**config.mk**
```make
export PLATFORM = sky130hd
export DESIGN_NAME = latchn_bank_writer
export DESIGN_NICKNAME = d
export VERILOG_FILES = /design/src/rtl/latchn_bank_writer.sv
export SDC_FILE = /design/constraint.sdc
export NUM_CORES = 1
export LEC_CHECK = 0
export BUFFER_PORTS_ARGS = -buffer_cell sky130_fd_sc_hd__buf_2
export CAP_MARGIN = 20
export CORE_ASPECT_RATIO = 1.2
export CORE_MARGIN = 2
export CORE_UTILIZATION = 40
export DETAILED_ROUTE_END_ITERATION = 16
export MAX_ROUTING_LAYER = met4
export PLACE_DENSITY = 0.68
export SYNTH_ARGS = -nofsm -noshare
export SYNTH_HDL_FRONTEND = slang
export SYNTH_SLANG_ARGS = --single-unit
```
**constraint.sdc**
```tcl
create_clock -name C -period 1.4 [get_ports C]
set_input_delay 0.14 -clock C [delete_from_list [all_inputs] [get_ports C]]
set_output_delay 0.14 -clock C [all_outputs]
set_load 0.05 [all_outputs]
```
**src/rtl/latchn_bank_writer.sv**
```systemverilog
// Write-side driver for a bank of active-low-gated latches: registers one request,
// sets up shared data, pulses a single bank gate low, then holds data before idling.
module latchn_bank_writer #(
   parameter int DATA_WIDTH = 8,
   parameter int NUM_BANKS  = 4,
   parameter int SETUP_CYC  = 1,
   parameter int OPEN_CYC   = 2,
   parameter int HOLD_CYC   = 1,
   localparam int BANK_W    = (NUM_BANKS > 1) ? $clog2(NUM_BANKS) : 1
) (
   input  logic                  C,
   input  logic                  R,
   input  logic                  WR_VALID,
   output logic                  WR_READY,
   input  logic [BANK_W-1:0]     WR_BANK,
   input  logic [DATA_WIDTH-1:0] WR_DATA,
   output logic [DATA_WIDTH-1:0] D,
   output logic [NUM_BANKS-1:0]  G,
   output logic                  BANK_ERR
);

   localparam int MAX_AB  = (SETUP_CYC > OPEN_CYC) ? SETUP_CYC : OPEN_CYC;
   localparam int MAX_CYC = (MAX_AB > HOLD_CYC) ? MAX_AB : HOLD_CYC;
   localparam int CNT_W   = (MAX_CYC > 1) ? $clog2(MAX_CYC) : 1;

   localparam logic [CNT_W-1:0]  SETUP_LOAD = CNT_W'(SETUP_CYC - 1);
   localparam logic [CNT_W-1:0]  OPEN_LOAD  = CNT_W'(OPEN_CYC - 1);
   localparam logic [CNT_W-1:0]  HOLD_LOAD  = CNT_W'(HOLD_CYC - 1);
   localparam logic [BANK_W:0]   BANK_LIMIT = (BANK_W + 1)'(NUM_BANKS);

   if (NUM_BANKS < 1 || SETUP_CYC < 1 || OPEN_CYC < 1 || HOLD_CYC < 1) begin : g_badParams
      $error("latchn_bank_writer: NUM_BANKS and all *_CYC parameters must be >= 1");
   end

   typedef enum logic [1:0] {
      IDLE,
      SETUP,
      OPEN,
      HOLD
   } state_t;

   state_t                  state_q, state_d;
   logic [CNT_W-1:0]        cnt_q, cnt_d;
   logic [DATA_WIDTH-1:0]   data_q, data_d;
   logic [BANK_W-1:0]       bank_q, bank_d;
   logic [NUM_BANKS-1:0]    gate_q, gate_d;
   logic                    ready_q, ready_d;
   logic                    err_q, err_d;
   logic [NUM_BANKS-1:0]    openMask;
   logic                    bankInRange;

   // Every output comes straight from a flop so the latch gates can never glitch.
   always_ff @(posedge C or negedge R) begin
      if (!R) begin
         state_q <= IDLE;
         cnt_q   <= '0;
         data_q  <= '0;
         bank_q  <= '0;
         gate_q  <= '1;
         ready_q <= 1'b0;
         err_q   <= 1'b0;
      end else begin
         state_q <= state_d;
         cnt_q   <= cnt_d;
         data_q  <= data_d;
         bank_q  <= bank_d;
         gate_q  <= gate_d;
         ready_q <= ready_d;
         err_q   <= err_d;
      end
   end

   always_comb begin
      openMask = '0;
      for (int i = 0; i < NUM_BANKS; i++) begin
         openMask[i] = (bank_q == BANK_W'(i));
      end
   end

   assign bankInRange = ({1'b0, WR_BANK} < BANK_LIMIT);

   // One down-counter is reused by every timed phase; each phase reloads it on exit.
   always_comb begin
      state_d = state_q;
      cnt_d   = cnt_q;
      data_d  = data_q;
      bank_d  = bank_q;
      gate_d  = gate_q;
      ready_d = ready_q;
      err_d   = 1'b0;
      case (state_q)
         IDLE: begin
            ready_d = 1'b1;
            gate_d  = '1;
            if (WR_VALID && ready_q) begin
               if (bankInRange) begin
                  data_d  = WR_DATA;
                  bank_d  = WR_BANK;
                  ready_d = 1'b0;
                  cnt_d   = SETUP_LOAD;
                  state_d = SETUP;
               end else begin
                  err_d = 1'b1;
               end
            end
         end
         SETUP: begin
            if (cnt_q == '0) begin
               gate_d  = ~openMask;
               cnt_d   = OPEN_LOAD;
               state_d = OPEN;
            end else begin
               cnt_d = cnt_q - CNT_W'(1);
            end
         end
         OPEN: begin
            if (cnt_q == '0) begin
               gate_d  = '1;
               cnt_d   = HOLD_LOAD;
               state_d = HOLD;
            end else begin
               cnt_d = cnt_q - CNT_W'(1);
            end
         end
         HOLD: begin
            if (cnt_q == '0) begin
               ready_d = 1'b1;
               state_d = IDLE;
            end else begin
               cnt_d = cnt_q - CNT_W'(1);
            end
         end
         default: begin
            state_d = IDLE;
            gate_d  = '1;
         end
      endcase
   end

   assign WR_READY = ready_q;
   assign D        = data_q;
   assign G        = gate_q;
   assign BANK_ERR = err_q;

endmodule
```
==> results_dict.tcl, run 1 <==
set metrics [dict create \
    status "complete, but fails checks" \
    violations "setup timing" \
    critPathMaxStageDelay_ns 0.43 \
    ys_types 22 \
    path_depth 5 \
    cts_buffers 3 \
    via_per_inst 5.01 \
    synthXorXnorAreaFrac_pct 0 \
    timing.rr.end "state_q[1]$_DFFE_PN0P_" \
    wl_per_cell_um 13.1 \
    p_per_area_nw_per_um2 2720 \
    ys.warnings.count 0 \
    slew_viol_final 0 \
    p_leak_uw 0.000520 \
    post-route-min-period_ns 1.46 \
    antenna_left 0 \
    place_congestion 0.693 \
    hold_class "primary input to flip-flop" \
    die_height_um 53.9 \
    ir_drop_v 0.00138 \
    cp_num_buf_inv 2 \
    critPathMaxFanout 4 \
    crit_path_start "state_q[1]$_DFFE_PN0P_" \
    crit_family "flip-flops" \
    h-tree-depth 1 \
    cp.required_ns 1.58 \
    grt_pass1_vias 541 \
    cts_tree "built" \
    drv_cap 0 \
    netlist_instances 59 \
    finalSetupViolCount 5 \
    num_vias 581 \
    core_area_um2 2000 \
    ff2ff_setup_slack_ns -0.06 \
    synth_top_family_by_area "multiplexers" \
    ys_ff_latch 18 \
    diodes 0 \
    post_route_cells_drive_above_1_share_pct 70.8 \
    synth_nets 76 \
    rsz0062_at_grt "true" \
    crit_end "state_q[1]$_DFFE_PN0P_" \
    syn_avg_cell_area_um2 14.1 \
    skew_ns 0.00459 \
    place_ws_ns -0.0630 \
    grt_pass1_wl_mm 2.33 \
    overflow 0 \
    reg2reg_from "state_q[1]$_DFFE_PN0P_" \
    worstSkewPairLatency_ns 0.28 \
    cts-root-buf "clkbuf_4" \
    p_total_uw 3060 \
    start_util_pct 41.4 \
    ios 27 \
    final_common_cell "buf_2" \
    slowest_stage "dfrtp_1" \
    fin_ws_ns -0.0595 \
    muxShareOfSynthArea_pct 20.8 \
    most-common-layout-cells "buf_2 (25), dfrtp_1 (12), mux2_2 (10)" \
    yosysSeqAreaShare_pct 54.8 \
    drt-pass1-iter-count 1 \
    rows 18 \
    wl_mm 1.53 \
    yosys.area_share.simple_pct 7.83 \
    utilization_pct 56.2 \
    drc 0 \
    nets 114 \
    startpoint_type "flip-flop" \
    crit_chain "inv_2, ha_2, buf_4, a21oi_2, mux2_4" \
    grt_max_degree 19 \
    dpl.hpwl_mm 1.05 \
    dieWidth_um 45.6 \
    areaGrowthSynthToFinish_pct 35.7 \
    cts_sinks 18 \
    fill_cells 172 \
    portBuffers 25 \
    synth_compound_area_share_pct 6.93 \
    drt_iter0_drc 0 \
    syn_area_um2 831 \
    critPathKind "flip-flop to flip-flop" \
    arrival_ns 1.64 \
    grt_usage_pct 13.9 \
    multi_input_area_um2 415 \
    cts_buffer_depth 2 \
    min_period_over_period_pct 104 \
    end_kind "flip-flop" \
    reg2reg_depth 5 \
    antenna_found_initial 0 \
    hold_violations 0 \
    fmax_mhz 685 \
    dieArea_um2 2460 \
    clk_pin_slew_ns 0.10 \
    synth_fa_ha_area_share_pct 6.02 \
    register_area_um2 458 \
]
-- cells in the mapped netlist (all sizes together) --
library cell | count | area share [%]
nand3b | 2 | 1.8
nand2 | 1 | 0.45
mux2 | 15 | 21
buf | 2 | 2.3
inv | 2 | 0.90
o22a | 1 | 1.1
o21a | 2 | 1.8
dfrtp | 14 | 42
dfstp | 4 | 13
a21oi | 3 | 1.8
or3b | 1 | 1.1
conb | 1 | 0.45
nand3 | 2 | 1.8
a31o | 1 | 1.1
ha | 4 | 6.0
o32a | 1 | 1.2
nor2 | 2 | 1.8
or2b | 1 | 0.90
-- cell families after synthesis --
logic type / after synthesis
other cells: 1
simple gates: 9
flops: 18
compound gates: 8
buf+inv: 4
mux: 15
fa+ha+maj: 4
-- layout make-up --
| cell class | count | share of cell area, % |
|---|---|---|
| well taps | 20 | 2.22 |
| inverters | 2 | 0.666 |
| multi-input cells | 38 | 36.8 |
| repair buffers | 34 | 17.3 |
| flip-flops and latches | 18 | 40.6 |
| clock buffers | 4 | 2.33 |
-- worst min path at each step --
stage          startpoint               endpoint  slack (ns)  cells past startpoint
2_1_floorplan           R       D[0]$_DFFE_PN0P_       -0.16                      0
3_3_place_gp            R  bank_q[1]$_DFFE_PN0P_        0.09                      1
3_5_place_dp            R       D[2]$_DFFE_PN0P_        0.09                      1
4_1_cts        WR_DATA[4]       D[4]$_DFFE_PN0P_        0.07                      2
5_1_grt        WR_DATA[5]       D[5]$_DFFE_PN0P_        0.06                      2
6_report       WR_DATA[4]       D[4]$_DFFE_PN0P_        0.08                      2
-- worst register-to-register path, cell delays in order, from the launching register on --
cell,delay (ns)
dfrtp_1,0.43
inv_2,0.08
ha_2,0.22
buf_4,0.15
a21oi_2,0.16
mux2_4,0.31
-- routing by layer --
metal  share of wire (%)  track usage [%]  vias up
met5                   0                -        -
met4                0.72             7.35        0
met3                 3.9             3.02        2
met2                  53             21.6       14
met1                  43             16.7      279
li1                    -                -      286
-- state kept, by name, indices dropped and copies added, names as in the netlist --
| name | count |
|---|---|
| D | 8 |
| G | 4 |
| WR_READY | 1 |
| bank_q | 2 |
| cnt_q | 1 |
| state_q | 2 |
-- power by group --
part           internal (uW)  switching, uW  total, uW
Sequential               791            176        966
Clock                    111            151        261
Combinational            761           1070       1840
Total                   1660           1400       3060
-- timing repair --
action | in CTS | in global routing
pin swaps | 2 | 4
buffers inserted | 1 | 2
hold endpoints to repair | 14 | 0
gates cloned | 0 | 1
hold buffers | 1 | 0
endpoints found under the setup margin | 16 | 16
resized for setup | 11 | 2
-- metrics by stage --
step / cells / instance area (um2) / hold WS [ns] / setup TNS [ns]
finish: 116 / 1130 / 0.0770 / -0.252
global route: 116 / 1130 / 0.0644 / -0.601
CTS: 113 / 1090 / 0.0708 / -0.290
detailed placement: 107 / 1010 / 0.0921 / -0.722
global placement: 107 / 1010 / 0.0865 / -0.151
floorplan: 59 / 838 / -0.156 / -0.00889
Power figures use the tool's default switching activity.
==> run 2: changes to the inputs <==
--- a/config.mk
+++ b/config.mk
@@ -5,6 +5,7 @@
 export SDC_FILE = /design/constraint.sdc
 export NUM_CORES = 1
 export LEC_CHECK = 0
+export ABC_AREA = 1
 export BUFFER_PORTS_ARGS = -buffer_cell sky130_fd_sc_hd__buf_2
 export CAP_MARGIN = 20
 export CORE_ASPECT_RATIO = 1.2
@@ -12,7 +13,7 @@
 export CORE_UTILIZATION = 40
 export DETAILED_ROUTE_END_ITERATION = 16
 export MAX_ROUTING_LAYER = met4
-export PLACE_DENSITY = 0.68
+export PLACE_DENSITY = 0.67
 export SYNTH_ARGS = -nofsm -noshare
 export SYNTH_HDL_FRONTEND = slang
 export SYNTH_SLANG_ARGS = --single-unit
==> run 2 against run 1 <==
  * The run now ends clean
  * Non-clock buffer count shrank 7
  * Routed wire length up 2.2%
  * First-iteration DRC count rose by 17
  * Highest routed layer unchanged
  * Combinational power decreased by 15%
  * Largest cell class unchanged
  * Power shrank 9.5%
  * Area after synthesis grew 8.3%
  * Via count increased by 14%
  * Fmax increased by 14%
  * Register-to-register slack better by 0.17 ns
  * Design area fell by 4.3%
  * Sequential cell count stayed put
  * Synthesized cell count grew 61%
==> results_dict.tcl, run 2 <==
set metrics [dict create \
    status "completed" \
    core_area_um2 2090 \
    most-common-layout-cells "buf_2 (25), nand2_1 (23), inv_1 (15)" \
    die_height_um 56.0 \
    end_kind "flip-flop" \
    min_period_over_period_pct 91.8 \
    startpoint_type "flip-flop" \
    netlist_instances 95 \
    ys.warnings.count 0 \
    start_util_pct 43.0 \
    drv_cap 0 \
    antenna_left 0 \
    cts_buffer_depth 2 \
    crit_chain "inv_1, ha_1, or2_2, nand3_1, nand2_1" \
    place_ws_ns 0.0550 \
    slew_viol_final 0 \
    via_per_inst 4.33 \
    post-route-min-period_ns 1.29 \
    areaGrowthSynthToFinish_pct 19.9 \
    syn_area_um2 900 \
    ir_drop_v 0.00111 \
    drc 0 \
    dpl.hpwl_mm 1.15 \
    clk_pin_slew_ns 0.10 \
    yosys.area_share.simple_pct 18.9 \
    num_vias 662 \
    yosysTopAreaCellShare_pct 38.9 \
    ios 27 \
    cts_tree "built" \
    cts_buffers 3 \
    synth_area_leaders "dfrtp_1 (39%), dfstp_2 (12%), nand2_1 (9.6%), o21ai_2 (8.8%), inv_1 (6.3%)" \
    dieWidth_um 47.3 \
    rows 18 \
    yosysTopAreaCell "dfrtp_1" \
    ys_ff_latch 18 \
    cts_sinks 18 \
    cts_setup_buffers 0 \
    synth_common_cells "nand2_1 (23), inv_1 (15), dfrtp_1 (14)" \
    finalSetupViolCount 0 \
    hold_violations 0 \
    fin_setup_tns_ns 0 \
    muxShareOfSynthArea_pct 0 \
    grt_usage_pct 13.8 \
    cts-root-buf "clkbuf_4" \
    post_route_cells_drive_above_1_share_pct 40.7 \
    portBuffers 25 \
    critPathMaxStageDelay_ns 0.41 \
    grt_max_degree 21 \
    critPathMaxFanout 4 \
    p_per_area_nw_per_um2 2570 \
    synth_nets 112 \
    syn_avg_cell_area_um2 9.47 \
    hold_class "primary input to flip-flop" \
    wl_mm 1.56 \
    worstSkewPairLatency_ns 0.29 \
    critPathKind "flip-flop to flip-flop" \
    synth_fa_ha_area_share_pct 5.56 \
    diodes 0 \
    slowest_stage "dfrtp_1" \
    synth_edf_count 0 \
    skew_ns 0.000585 \
    synth_top_family_by_area "simple AND/OR/NAND/NOR gates" \
    fmax_mhz 778 \
    rsz0062_at_grt "false" \
    yosysMostFrequentCell "nand2_1" \
    overflow 0 \
    yosysSeqAreaShare_pct 50.6 \
    synth_compound_area_share_pct 14.6 \
    nets 141 \
    final_common_cell "buf_2" \
    dieArea_um2 2650 \
    drt-pass1-iter-count 5 \
    h-tree-depth 1 \
    cp.required_ns 1.59 \
    ys.flop_type "dfrtp_1" \
    async_flop_share_pct 100 \
    antenna_found_initial 0 \
    wl_per_cell_um 10.2 \
    ys_types 19 \
    place_congestion 0.778 \
    fin_ws_ns 0.115 \
    p_total_uw 2770 \
    p_leak_uw 0.000569 \
    synthXorXnorAreaFrac_pct 0 \
    drt_iter0_drc 17 \
    largest_reg_flops 8 \
    grt_pass1_wl_mm 2.65 \
    arrival_ns 1.47 \
    grt_pass1_vias 652 \
]
## run 2: layout make-up
class / count / area (um2)
multi-input combinational: 59 / 355
clock buffer: 4 / 26.3
timing repair buffer: 27 / 146
fill: 211 / 1020
tap: 30 / 37.5
sequential: 18 / 457
inverter: 15 / 56.3
## run 2: path summary, 6_finish.rpt
check                                       start                      to  slack, ns  depth (start not counted)
max                        state_q[0]$_DFFE_PN0P_  state_q[0]$_DFFE_PN0P_       0.11                          5
min                                    WR_DATA[4]        D[4]$_DFFE_PN0P_       0.08                          3
max reg2reg                state_q[0]$_DFFE_PN0P_  state_q[0]$_DFFE_PN0P_       0.11                          5
min reg2reg                      D[7]$_DFFE_PN0P_        D[7]$_DFFE_PN0P_       0.49                          2
max in group asynchronous                       R        G[2]$_DFFE_PN1P_       0.78                          2
min in group asynchronous                       R       cnt_q$_DFFE_PN0P_       0.30                          2
## run 2: layer usage
layer / global-route usage [%] / vias to the layer above / part of all wire (%)
met2: 20.1 / 16 / 50
met1: 17.3 / 298 / 45
met3: 3.25 / 2 / 4.6
met4: 7.14 / 0 / 0.77
li1: - / 346 / -
met5: - / - / 0
## run 2: stage by stage
step	area, um2	instances	hold WS, ns	utilization [%]
2_1_floorplan	900	95	-0.156	-
3_3_place_gp	1040	148	0.0936	49.5
3_5_place_dp	1040	148	0.0915	49.5
4_1_cts	1070	153	0.0662	51.3
5_1_grt	1080	153	0.0657	51.5
6_report	1080	153	0.0818	51.5
## run 2: cells by family (layout without fill, tap and decap cells)
family	count (synthesis)	count (layout)
other	1	1
adder cells (fa/ha/maj)	4	4
AND/OR/NAND/NOR	36	36
flip-flops	18	18
buffers and inverters	18	46
AO/OA/AOI/OAI	18	18
## run 2: timing repair
item | 4_1_cts | 5_1_grt
setup endpoints to repair | 0 | 14
endpoints found under the hold margin | 14 | 0
hold buffers | 1 | 0
resized for setup | 0 | 2
## run 2: report_power, final
part / total [uW] / internal (uW) / switching (uW) / leakage, uW
Combinational: 1560 / 437 / 1120 / 0.000343
Clock: 264 / 111 / 153 / 0.0000150
Sequential: 954 / 793 / 160 / 0.000211
## run 2: worst max-delay path, delay by kind of cell (launching register included)
kind / cells / cell delay (ns)
flip-flops: 1 / 0.41
adder cells (fa/ha/maj): 1 / 0.24
buffers and inverters: 1 / 0.08
AND/OR/NAND/NOR: 3 / 0.46
